[src/rtl/tick_receiver_if.sv]
// tick_receiver_if: groups the slow-wave input, controls and tick/period outputs of tick_receiver
// master drives slow_in/enable/clear; slave (the receiver) drives tick, ms_count, period,
// period_valid, locked, stalled.
interface tick_receiver_if #(
  parameter int CNT_W = 16,
  parameter int PER_W = 20
);
  logic             slow_in;
  logic             enable;
  logic             clear;
  logic             tick;
  logic [CNT_W-1:0] ms_count;
  logic [PER_W-1:0] period;
  logic             period_valid;
  logic             locked;
  logic             stalled;
  modport master (
    output slow_in, enable, clear,
    input  tick, ms_count, period, period_valid, locked, stalled
  );
  modport slave (
    input  slow_in, enable, clear,
    output tick, ms_count, period, period_valid, locked, stalled
  );
endinterface

[src/rtl/tick_receiver.sv]
// tick_receiver: synchronises a slow square wave, emits one tick per rising edge, counts ticks
// Ports: clk, rst (sync, active-high); bus (slave): slow_in/enable/clear in,
// tick/ms_count/period/period_valid/locked/stalled out.
// TICK_RX_PERIOD_EN builds the edge-to-edge period capture; otherwise period/period_valid are 0.
module tick_receiver #(
  parameter int CNT_W   = 16,
  parameter int PER_W   = 20,
  parameter int TIMEOUT = 150_000
) (
  input logic            clk,
  input logic            rst,
  tick_receiver_if.slave bus
);
  typedef enum logic [1:0] {IDLE, LOCKED, STALLED} state_t;
  localparam logic [PER_W-1:0] STALL_AT = PER_W'(TIMEOUT - 1);
  logic [2:0]       sync_q;
  logic [1:0]       fill_q;
  logic             armed_q, armed_d;
  logic             rise, go;
  state_t           state_q, state_d;
  logic [PER_W-1:0] gap_q, gap_d;
  logic [CNT_W-1:0] cnt_q, cnt_d;
  logic             tick_q, tick_d, locked_q, stalled_q;
  // Reset zeroes the synchroniser, so a genuine low sample of slow_in must pass through
  // before edges are believed; fill_q marks which stages hold real samples.
  always_comb begin
    armed_d = armed_q | (fill_q[1] & ~sync_q[1]);
    rise    = sync_q[1] & ~sync_q[2] & armed_q;
    go      = rise & bus.enable & ~bus.clear;
    gap_d   = (!bus.enable || rise) ? '0 : (&gap_q ? gap_q : gap_q + 1'b1);
    tick_d  = go;
    cnt_d   = bus.clear ? '0 : cnt_q + CNT_W'(go);
    state_d = (!bus.enable || bus.clear) ? IDLE :
              rise ? LOCKED :
              (state_q == LOCKED && gap_q == STALL_AT) ? STALLED : state_q;
  end
  always_ff @(posedge clk) begin
    if (rst) begin
      sync_q    <= '0;
      fill_q    <= '0;
      armed_q   <= 1'b0;
      gap_q     <= '0;
      cnt_q     <= '0;
      tick_q    <= 1'b0;
      state_q   <= IDLE;
      locked_q  <= 1'b0;
      stalled_q <= 1'b0;
    end else begin
      sync_q    <= {sync_q[1:0], bus.slow_in};
      fill_q    <= {fill_q[0], 1'b1};
      armed_q   <= armed_d;
      gap_q     <= gap_d;
      cnt_q     <= cnt_d;
      tick_q    <= tick_d;
      state_q   <= state_d;
      locked_q  <= state_d == LOCKED;
      stalled_q <= state_d == STALLED;
    end
  end
`ifdef TICK_RX_PERIOD_EN
  logic [PER_W-1:0] period_q, period_d;
  logic             pv_q, pv_d;
  always_comb begin
    pv_d     = go & (state_q == LOCKED);
    period_d = bus.clear ? '0 : (pv_d ? gap_q + 1'b1 : period_q);
  end
  always_ff @(posedge clk) begin
    if (rst) begin
      period_q <= '0;
      pv_q     <= 1'b0;
    end else begin
      period_q <= period_d;
      pv_q     <= pv_d;
    end
  end
  assign bus.period       = period_q;
  assign bus.period_valid = pv_q;
`else
  assign bus.period       = '0;
  assign bus.period_valid = 1'b0;
`endif
  assign bus.tick     = tick_q;
  assign bus.ms_count = cnt_q;
  assign bus.locked   = locked_q;
  assign bus.stalled  = stalled_q;
endmodule

[src/flat_wrapper.sv]
// flat-port wrapper written by rule: the top's interface ports become plain ports
module tick_receiver_flat 
#(
  parameter int CNT_W   = 16,
  parameter int PER_W   = 20,
  parameter int TIMEOUT = 150_000
)
  (clk, rst, bus_slow_in, bus_enable, bus_clear, bus_tick, bus_ms_count, bus_period, bus_period_valid, bus_locked, bus_stalled);
  tick_receiver_if #(.CNT_W(CNT_W), .PER_W(PER_W)) bus_i ();
  input logic clk;
  input logic rst;
  input wire logic [$bits(bus_i.slow_in)-1:0] bus_slow_in;
  input wire logic [$bits(bus_i.enable)-1:0] bus_enable;
  input wire logic [$bits(bus_i.clear)-1:0] bus_clear;
  output wire logic [$bits(bus_i.tick)-1:0] bus_tick;
  output wire logic [$bits(bus_i.ms_count)-1:0] bus_ms_count;
  output wire logic [$bits(bus_i.period)-1:0] bus_period;
  output wire logic [$bits(bus_i.period_valid)-1:0] bus_period_valid;
  output wire logic [$bits(bus_i.locked)-1:0] bus_locked;
  output wire logic [$bits(bus_i.stalled)-1:0] bus_stalled;
  assign bus_i.slow_in = bus_slow_in;
  assign bus_i.enable = bus_enable;
  assign bus_i.clear = bus_clear;
  assign bus_tick = bus_i.tick;
  assign bus_ms_count = bus_i.ms_count;
  assign bus_period = bus_i.period;
  assign bus_period_valid = bus_i.period_valid;
  assign bus_locked = bus_i.locked;
  assign bus_stalled = bus_i.stalled;
  tick_receiver #(.CNT_W(CNT_W), .PER_W(PER_W), .TIMEOUT(TIMEOUT)) u_core (.clk(clk), .rst(rst), .bus(bus_i));
endmodule
[config.mk]
export PLATFORM = sky130hd
export DESIGN_NAME = tick_receiver_flat
export DESIGN_NICKNAME = d
export VERILOG_FILES = /design/src/rtl/tick_receiver_if.sv /design/src/rtl/tick_receiver.sv /design/src/flat_wrapper.sv
export SDC_FILE = /design/constraint.sdc
export NUM_CORES = 1
export LEC_CHECK = 0
export ABC_AREA = 1
export ABC_CLOCK_PERIOD_IN_PS = 1900
export BUFFER_PORTS_ARGS = -buffer_cell sky130_fd_sc_hd__buf_2
export CAP_MARGIN = 40
export CORE_MARGIN = 2
export CORE_UTILIZATION = 50
export DETAILED_ROUTE_END_ITERATION = 8
export PLACE_DENSITY = 0.76
export SLEW_MARGIN = 20
export SYNTH_ARGS = -nofsm -noshare
export SYNTH_HDL_FRONTEND = slang
export SYNTH_SLANG_ARGS = --single-unit
export TNS_END_PERCENT = 20
[constraint.sdc]
create_clock -name clk -period 1.9 [get_ports clk]
set_input_delay 0 -clock clk [delete_from_list [all_inputs] [get_ports clk]]
set_output_delay 0 -clock clk [all_outputs]
set_load 0.005 [all_outputs]
=== Yosys cells after proc, flatten, opt, wreduce, memory -nomap -nowiden ===
Index checks and enable logic that the tools add are counted.

* Word-level logic and storage cells: 36
* Register bits after elaboration: 47

* Equal/unequal tests: 4
* $add $sub $neg: 2
* Bitwise gates (word level): 9
* Multiplexer cells: 4
* Reductions and logical operators: 7

{| class="wikitable"
|+ Operators with widths
! operator !! number
|-
| adder 20 x 1 -> 20 bit, second input constant || 1
|-
| equality test 20 x 18 -> 1 bit, second input constant || 1
|-
| AND reduction 20 bit || 1
|-
| adder 16 x 1 -> 16 bit || 1
|-
| 2-to-1 mux 2 bit || 3
|-
| AND 1 bit || 5
|-
| equality test 2 x 1 -> 1 bit, second input constant || 2
|-
| OR reduction 2 bit || 2
|-
| inverter 1 bit || 3
|-
| equality test 2 bit, second input constant || 1
|-
| logical OR 1 bit || 2
|-
| logical AND 1 bit || 1
|-
| zero test 1 bit || 1
|-
| 2-to-1 mux 1 bit || 1
|-
| bitwise OR 1 bit || 1
|}

=== Depth between registers and ports, before layout ===
Gate-level depths: netlist of run 1.

* Depth in word-level cells: 6
* Depth in mapped cells: 13
* Depth with buffers taken out: 13

=== Worst setup path after synthesis of run 1 ===
OpenSTA, ideal clock, no wires.

* Path kind: reg-to-reg
* From: register u_core.sync_q[1]
* To: register u_core.cnt_q[12], in the netlist u_core.bus.ms_count[12]
* Cell stages (with the launch flop): 14
* Data arrival time: 1.737 ns
* Required time: 1.785 ns
* Path slack: 0.048 ns
* Period minus slack after synthesis: 1.852 ns
* Cell sequence: dfxtp_1 inv_1 nor3_1 inv_1 nor2_1 ha_1 ha_1 nand2_1 nor2_1 nand3_1 nor2_1 nand3_1 nand2_1 nor2_1

* Word-level cells in the longest chain between the ends: 5

{| class="wikitable"
|+ RTL lines
! element !! RTL line !! text
|-
| start, declared || tick_receiver.sv:16 || <nowiki>logic [2:0] sync_q;</nowiki>
|-
| start signal, assigned || tick_receiver.sv:49 || <nowiki>sync_q <= {sync_q[1:0], bus.slow_in};</nowiki>
|-
| AND 1 bit (2 in a row) || tick_receiver.sv:28 || <nowiki>rise = sync_q[1] & ~sync_q[2] & armed_q;</nowiki>
|-
| AND 1 bit (2 in a row) || tick_receiver.sv:29 || <nowiki>go = rise & bus.enable & ~bus.clear;</nowiki>
|-
| named net u_core.go || tick_receiver.sv:19 || <nowiki>logic rise, go;</nowiki>
|-
| adder 16 x 1 -> 16 bit || tick_receiver.sv:32 || <nowiki>cnt_d = bus.clear ? '0 : cnt_q + CNT_W'(go);</nowiki>
|-
| end signal, assigned || tick_receiver.sv:53 || <nowiki>cnt_q <= cnt_d;</nowiki>
|-
| end, declared || tick_receiver.sv:22 || <nowiki>logic [CNT_W-1:0] cnt_q, cnt_d;</nowiki>
|}

The timed path passes the listed nets, and every way through them passes these cells.
A chain may end at the register's enable or synchronous reset.

=== Worst setup path after layout of run 1 ===
Same ends and word-level chain as after synthesis.

==> summary.txt, run 1 <==
Status - finished clean
Max-cap violation count - 0
Worst Path Class, Setup - reg -> reg
Initial antenna violation count - 0
Synth-to-Final Area Change - 15.3%
Vias in the first global route - 1993
Syn. warnings - 0
Commonest cells after routing, fill and taps aside - 75 x nand2_1, 67 x nor2_1, 49 x inv_1
Detailed Route WL - 4.79 mm
Hold WC Path Type - in -> reg
Switch share - 20.8%
Placed Area - 0.00261 mm2
Inserted Clock Buffers - 5
Number of port buffers - 23
Longest Clk Path Bufs - 2
CP required - 2100 ps
H-tree depth - 2
I/O pin cnt - 45
# DRC - 0
Share of cells above drive strength 1 - 16.5%
Via count - 2187
Final period utilization - 97.9%
WL/cell - 10.2 um
Gr ovfl total - 0
Detailed placer's ending HPWL - 3.65 mm
Syn Inst Count - 362
CTS clock-pin slew for the worst setup and hold paths - 100 ps
Count of final setup violators - 0
Nets - 409
Final Cell Area - 0.00283 mm2
Row Count - 25
Sink Count - 47
Critical Path Fanout Max - 3
CP endpoint kind - register
Slowest cell on crit path - dfxtp_1
Die W - 74.0 um
Clock power frac - 45.6%
ANT nets after route - 0
Max Clk Rate - 0.538 GHz
Setup Fix Bufs, Post-CTS - 0
Die Outline Area - 0.00548 mm2
TNS Setup - 0 ps
Peak VDD IR - 0.000425 V
Largest net degree at the start of global routing - 17
Root Driver - clkbuf_8
First-pass GRT wire length - 8.02 mm
Pwr Total - 0.00195 W
Seq/Total Area, Yosys - 38.4%
Gr usage total - 18.8%
Setup Skew - 16.7 ps
Die Ht - 74.0 um
First drt pass iteration count - 4
TritonCTS clock tree - yes
Net load switching power - 0.000406 W
Crit path cell chain - inv_1 > nor3_2 > inv_1 > nor2_2 > ha_1 > ha_2 > nand2_2 > nor2_4 > nand3_2 > nor2_4 > nand3_1 > nand2_1 > nor2_1
Diodes inserted - 0
Critical Path Start - u_core.sync_q[1]
Critical path data arrival time - 2060 ps
Mean area per synthesized cell - 6.77 um2
Min-delay src - bus_enable
Layout Utilization - 59.8%
Internal power - 0.00155 W
Slew Viols, Final - 0
Initial Util - 51.9%
Commonest non-fill, non-tap cell in the layout - nand2_1
Post-Syn Area - 0.00245 mm2
Buf+Inv Stages, Crit Path - 2
Power Dens Cells - 692 mW/mm2
Initial DRC count - 106
Leak Pwr - 1.22 nW
Startpoint types - register
Synth unique cells - 29
Combinational share of power - 3.4%
Min Hold Slack - 117 ps
Critical path's largest stage delay - 320 ps
Routability cong. - 0.844
Crit Reg-Reg Startpoint - u_core.sync_q[1]
RSZ-0062 raised after global routing - true
Synth Register Bits - 47
Worst-Skew Late Latency - 310 ps
Vias/cell - 4.67
Final hold viol count - 0
Sequential share of power - 51.0%
CP delay by family, top - simple AND/OR/NAND/NOR gates
Core Region - 0.00472 mm2
Minimum clock period - 1860 ps
[synthesized netlist by cell type]
| cell type | n | share of area [%] |
|---|---|---|
| nand3b_1 | 1 | 0.31 |
| buf_2 | 2 | 0.41 |
| nand2_2 | 2 | 0.51 |
| clkinv_2 | 1 | 0.20 |
| o21a_1 | 2 | 0.61 |
| ha_1 | 4 | 2.0 |
| a31oi_1 | 3 | 0.77 |
| nor2_4 | 1 | 0.46 |
| nand4_1 | 8 | 2.0 |
| nor3_1 | 2 | 0.41 |
| nand2_1 | 77 | 12 |
| a21oi_1 | 13 | 2.7 |
| nand3_2 | 2 | 0.82 |
| buf_4 | 21 | 6.4 |
| a21oi_2 | 2 | 0.71 |
| nand3_4 | 1 | 0.71 |
| inv_2 | 5 | 0.77 |
| nor2_2 | 3 | 0.77 |
| conb_1 | 1 | 0.15 |
| nor2_1 | 72 | 11 |
| o21ai_0 | 4 | 0.82 |
| buf_6 | 1 | 0.46 |
| clkinv_1 | 1 | 0.15 |
| dfxtp_1 | 47 | 38 |
| xnor2_1 | 9 | 3.2 |
| inv_1 | 49 | 7.5 |
| xor2_1 | 1 | 0.36 |
| o21ai_1 | 2 | 0.41 |
| nand3_1 | 25 | 5.1 |
[metal layers]
metal / track usage (%) / share of wire, % / vias to the layer above
li1: - / - / 1146
met1: 21.4 / 43 / 981
met2: 32.6 / 51 / 50
met3: 4.20 / 4.3 / 10
met4: 10.1 / 2.1 / 0
met5: 0 / 0 / -
[logic make-up (layout without fill, tap and decap cells)]
| family | count (synthesis) | in the layout | synth area share [%] |
|---|---|---|---|
| DFF | 47 | 47 | 38.4 |
| xor gates and xnor gates | 10 | 10 | 3.57 |
| AOI/OAI and AO/OA | 26 | 26 | 5.97 |
| buffers and inverters | 80 | 99 | 15.9 |
| and+or+nand+nor | 194 | 194 | 33.9 |
| adders and majority gates | 4 | 4 | 2.04 |
| other | 1 | 21 | 0.153 |
[per-stage QoR]
step / worst slack, ps / std cells
2_1_floorplan: 47.9 / 382
3_3_place_gp: -30.5 / 456
3_5_place_dp: -91.7 / 456
4_1_cts: 12.1 / 468
5_1_grt: -116 / 468
6_report: 40.1 / 468
[tightest hold or removal path, stage by stage]
cell     delay (ps)
buf_2           100
nand3_1         110
inv_2            80
nand2_1          70
inv_1            30
[area by class of cell]
| type | instances | area (um2) |
|---|---|---|
| timing repair buffer | 35 | 215 |
| fill | 454 | 1900 |
| sequential | 47 | 941 |
| multi-input combinational | 255 | 1230 |
| clock inverter | 3 | 71.3 |
| tap | 67 | 83.8 |
| inverter | 56 | 211 |
| clock buffer | 5 | 68.8 |
[power by group through the flow]
stage | Combinational (W) | Clock, W | Sequential, W
after floorplan | 0.0000730 | 0 | 0.00102
after global placement | 0.0000576 | 0 | 0.00102
after detailed placement | 0.0000580 | 0 | 0.00102
after CTS | 0.0000652 | 0.000917 | 0.000997
after global routing | 0.0000779 | 0.000943 | 0.000998
final | 0.0000659 | 0.000892 | 0.000997
[what timing repair did]
item,in CTS,in global routing
resized for setup,3,9
endpoints found under the hold margin,8,0
hold buffers,4,0
endpoints found under the setup margin,4,5
pin swaps,0,2
[state kept, by name, summed over array words and instances, names as in the netlist]
signal               flops
u_core.armed_q           1
u_core.bus.locked        1
u_core.bus.ms_count     16
u_core.bus.stalled       1
u_core.bus.tick          1
u_core.fill_q            2
u_core.gap_q            20
u_core.state_q           2
u_core.sync_q            3
[path summary, 6_finish.rpt]
kind,slack (ps),depth (start not counted),endpoint
min reg2reg,410,2,u_core.fill_q[1]
max reg2reg,40,13,u_core.bus.ms_count[12]
min,120,5,u_core.gap_q[14]
max,40,13,u_core.bus.ms_count[12]
No activity file was read; power rests on OpenSTA's default activity.
==> inputs of run 2 (changes only) <==
--- a/config.mk
+++ b/config.mk
@@ -6,13 +6,13 @@
 export NUM_CORES = 1
 export LEC_CHECK = 0
 export ABC_AREA = 1
-export ABC_CLOCK_PERIOD_IN_PS = 1900
+export ABC_CLOCK_PERIOD_IN_PS = 1500
 export BUFFER_PORTS_ARGS = -buffer_cell sky130_fd_sc_hd__buf_2
 export CAP_MARGIN = 40
 export CORE_MARGIN = 2
 export CORE_UTILIZATION = 50
 export DETAILED_ROUTE_END_ITERATION = 8
-export PLACE_DENSITY = 0.76
+export PLACE_DENSITY_LB_ADDON = 0.12
 export SLEW_MARGIN = 20
 export SYNTH_ARGS = -nofsm -noshare
 export SYNTH_HDL_FRONTEND = slang
==> constraint.sdc (replaced) <==
create_clock -name clk -period 1.5 [get_ports clk]
set_input_delay 0 -clock clk [delete_from_list [all_inputs] [get_ports clk]]
set_output_delay 0 -clock clk [all_outputs]
set_load 0.005 [all_outputs]
==> run 2 against run 1 <==
  * The run now ends with negative setup slack left
  * Hold slack better by 77 ps
  * Final area is 9.6% higher
  * Sequential power is 26% higher
  * Via count is 5.5% higher
  * Combinational power is 61% higher
  * Total power is 27% higher
  * Clock skew is 13 ps lower
  * Global-route usage is 2.8 points higher
  * Sequential cell count stayed put
  * Critical path depth is 1 lower
==> summary.txt, run 2 (synthesis gave the netlist of run 1 again) <==
Die Outline Area - 0.00548 mm2
Commonest cells after routing, fill and taps aside - 72 x nand2_1, 61 x nor2_1, 46 x inv_1
Worst Path Class, Setup - reg -> reg
Detailed Route WL - 5.55 mm
Worst-Skew Late Latency - 300 ps
Peak VDD IR - 0.000532 V
Area of the multi-input gates - 0.00133 mm2
Setup Skew - 3.19 ps
First drt pass iteration count - 4
Hold WC Path Type - in -> reg
CP endpoint kind - register
Detailed placer's ending HPWL - 4.04 mm
Status - finished, violations left
Critical Path Fanout Max - 3
Row Count - 25
Final worst slack - -257 ps
Initial Util - 51.9%
H-tree depth - 2
Biggest register - u_core.gap_q
Post-Place Setup Slack - -351 ps
Die Ht - 74.0 um
Count of final setup violators - 10
CTS clock-pin slew for the worst setup and hold paths - 90 ps
Via count - 2307
Critical path data arrival time - 1950 ps
Layout Utilization - 65.6%
First-pass GRT wire length - 9.16 mm
Slew Viols, Final - 0
Core Region - 0.00472 mm2
Synth-to-Final Area Change - 26.4%
Max-cap violation count - 0
Sequential standard cell area - 943 um2
Longest Clk Path Bufs - 2
Number of port buffers - 23
Startpoint types - register
Fillers - 416
Commonest non-fill, non-tap cell in the layout - nand2_1
Largest register FFs - 20
Minimum clock period - 1760 ps
WL/cell - 11.3 um
Final hold viol count - 0
CP required - 1690 ps
Power Dens Cells - 799 mW/mm2
Initial antenna violation count - 0
Max Clk Rate - 0.569 GHz
Gr ovfl total - 0
Vias/cell - 4.70
Final period utilization - 117%
RSZ-0062 raised after global routing - true
Leak Pwr - 1.36 nW
I/O pin cnt - 45
R2r setup slk - -260 ps
Violations in the final reports - negative setup slack
Routability cong. - 0.876
# DRC - 0
Inserted Clock Buffers - 5
Nets - 432
ANT nets after route - 0
Die W - 74.0 um
Vias in the first global route - 2095
Gr usage total - 21.6%
Share of cells above drive strength 1 - 25.9%
Sink Count - 47
Initial DRC count - 123
Root Driver - clkbuf_8
Diodes inserted - 0
Largest net degree at the start of global routing - 16
TritonCTS clock tree - yes
## run 2: cell count changes in the layout (fill, tap and decap cells not counted), moves of 3 or more
cell and delta:
nor2_4 +3, ha_1 -3, buf_4 +22, nor2_1 -6, nor2_2 +3, nand2_1 -3
inv_1 -3, inv_2 +3
## run 2: critical path: stages, from the launching register on
cell	delay (ps)
dfxtp_2	340
inv_2	40
nor3_4	180
inv_2	80
nor2_4	110
ha_4	150
ha_4	140
nand2_4	60
nor2_4	130
nand2_2	90
nor2_1	140
xnor2_1	130
nor2_1	60
## run 2: area by class of cell
class,instances,share of cell area [%]
Clock buffer,5,2.22
Clock inverter,3,2.18
Inverter,56,6.87
Multi-Input combinational cell,255,42.9
Sequential cell,47,30.5
Tap cell,67,2.71
Timing Repair Buffer,58,12.7
## run 2: path summary, 6_finish.rpt
path / from / end / depth (start not counted)
worst max register to register: u_core.sync_q[1] / u_core.bus.ms_count[14] / 12
worst min-delay path: bus_clear / u_core.bus.ms_count[13] / 5
worst max-delay path: u_core.sync_q[1] / u_core.bus.ms_count[14] / 12
worst min register to register: u_core.sync_q[0] / u_core.sync_q[1] / 2
## run 2: repair_timing
action	4_1_cts	5_1_grt
endpoints found under the hold margin	5	0
endpoints found under the setup margin	12	31
pin swaps	11	11
buffers inserted	1	4
hold buffers	3	0
gates resized for setup	16	24
## run 2: routing by layer
layer	GRT usage (%)	vias up	share of wire (%)
li1	-	1197	-
met5	0	-	0
met2	39.9	46	53
met4	6.67	0	1.4
met3	3.66	8	3.3
met1	25.4	1056	43
## run 2: power breakdown
part / switching (W) / leakage (nW) / internal (W)
Sequential: 0.00000475 / 0.381 / 0.00126
Combinational: 0.0000633 / 0.918 / 0.0000423
Clock: 0.000443 / 0.0644 / 0.000665
## run 2: stage by stage
step	instance area [um2]	cells	power, W	TNS (ps)	hold slack, ps
final	3100	491	0.00248	-1520	194
after global routing	3100	491	0.00256	-4110	213
after CTS	2990	487	0.00248	-1920	190
after detailed placement	2760	475	0.00138	-2080	209
after global placement	2760	475	0.00138	-1520	208
after floorplan	2540	382	0.00138	-856	107
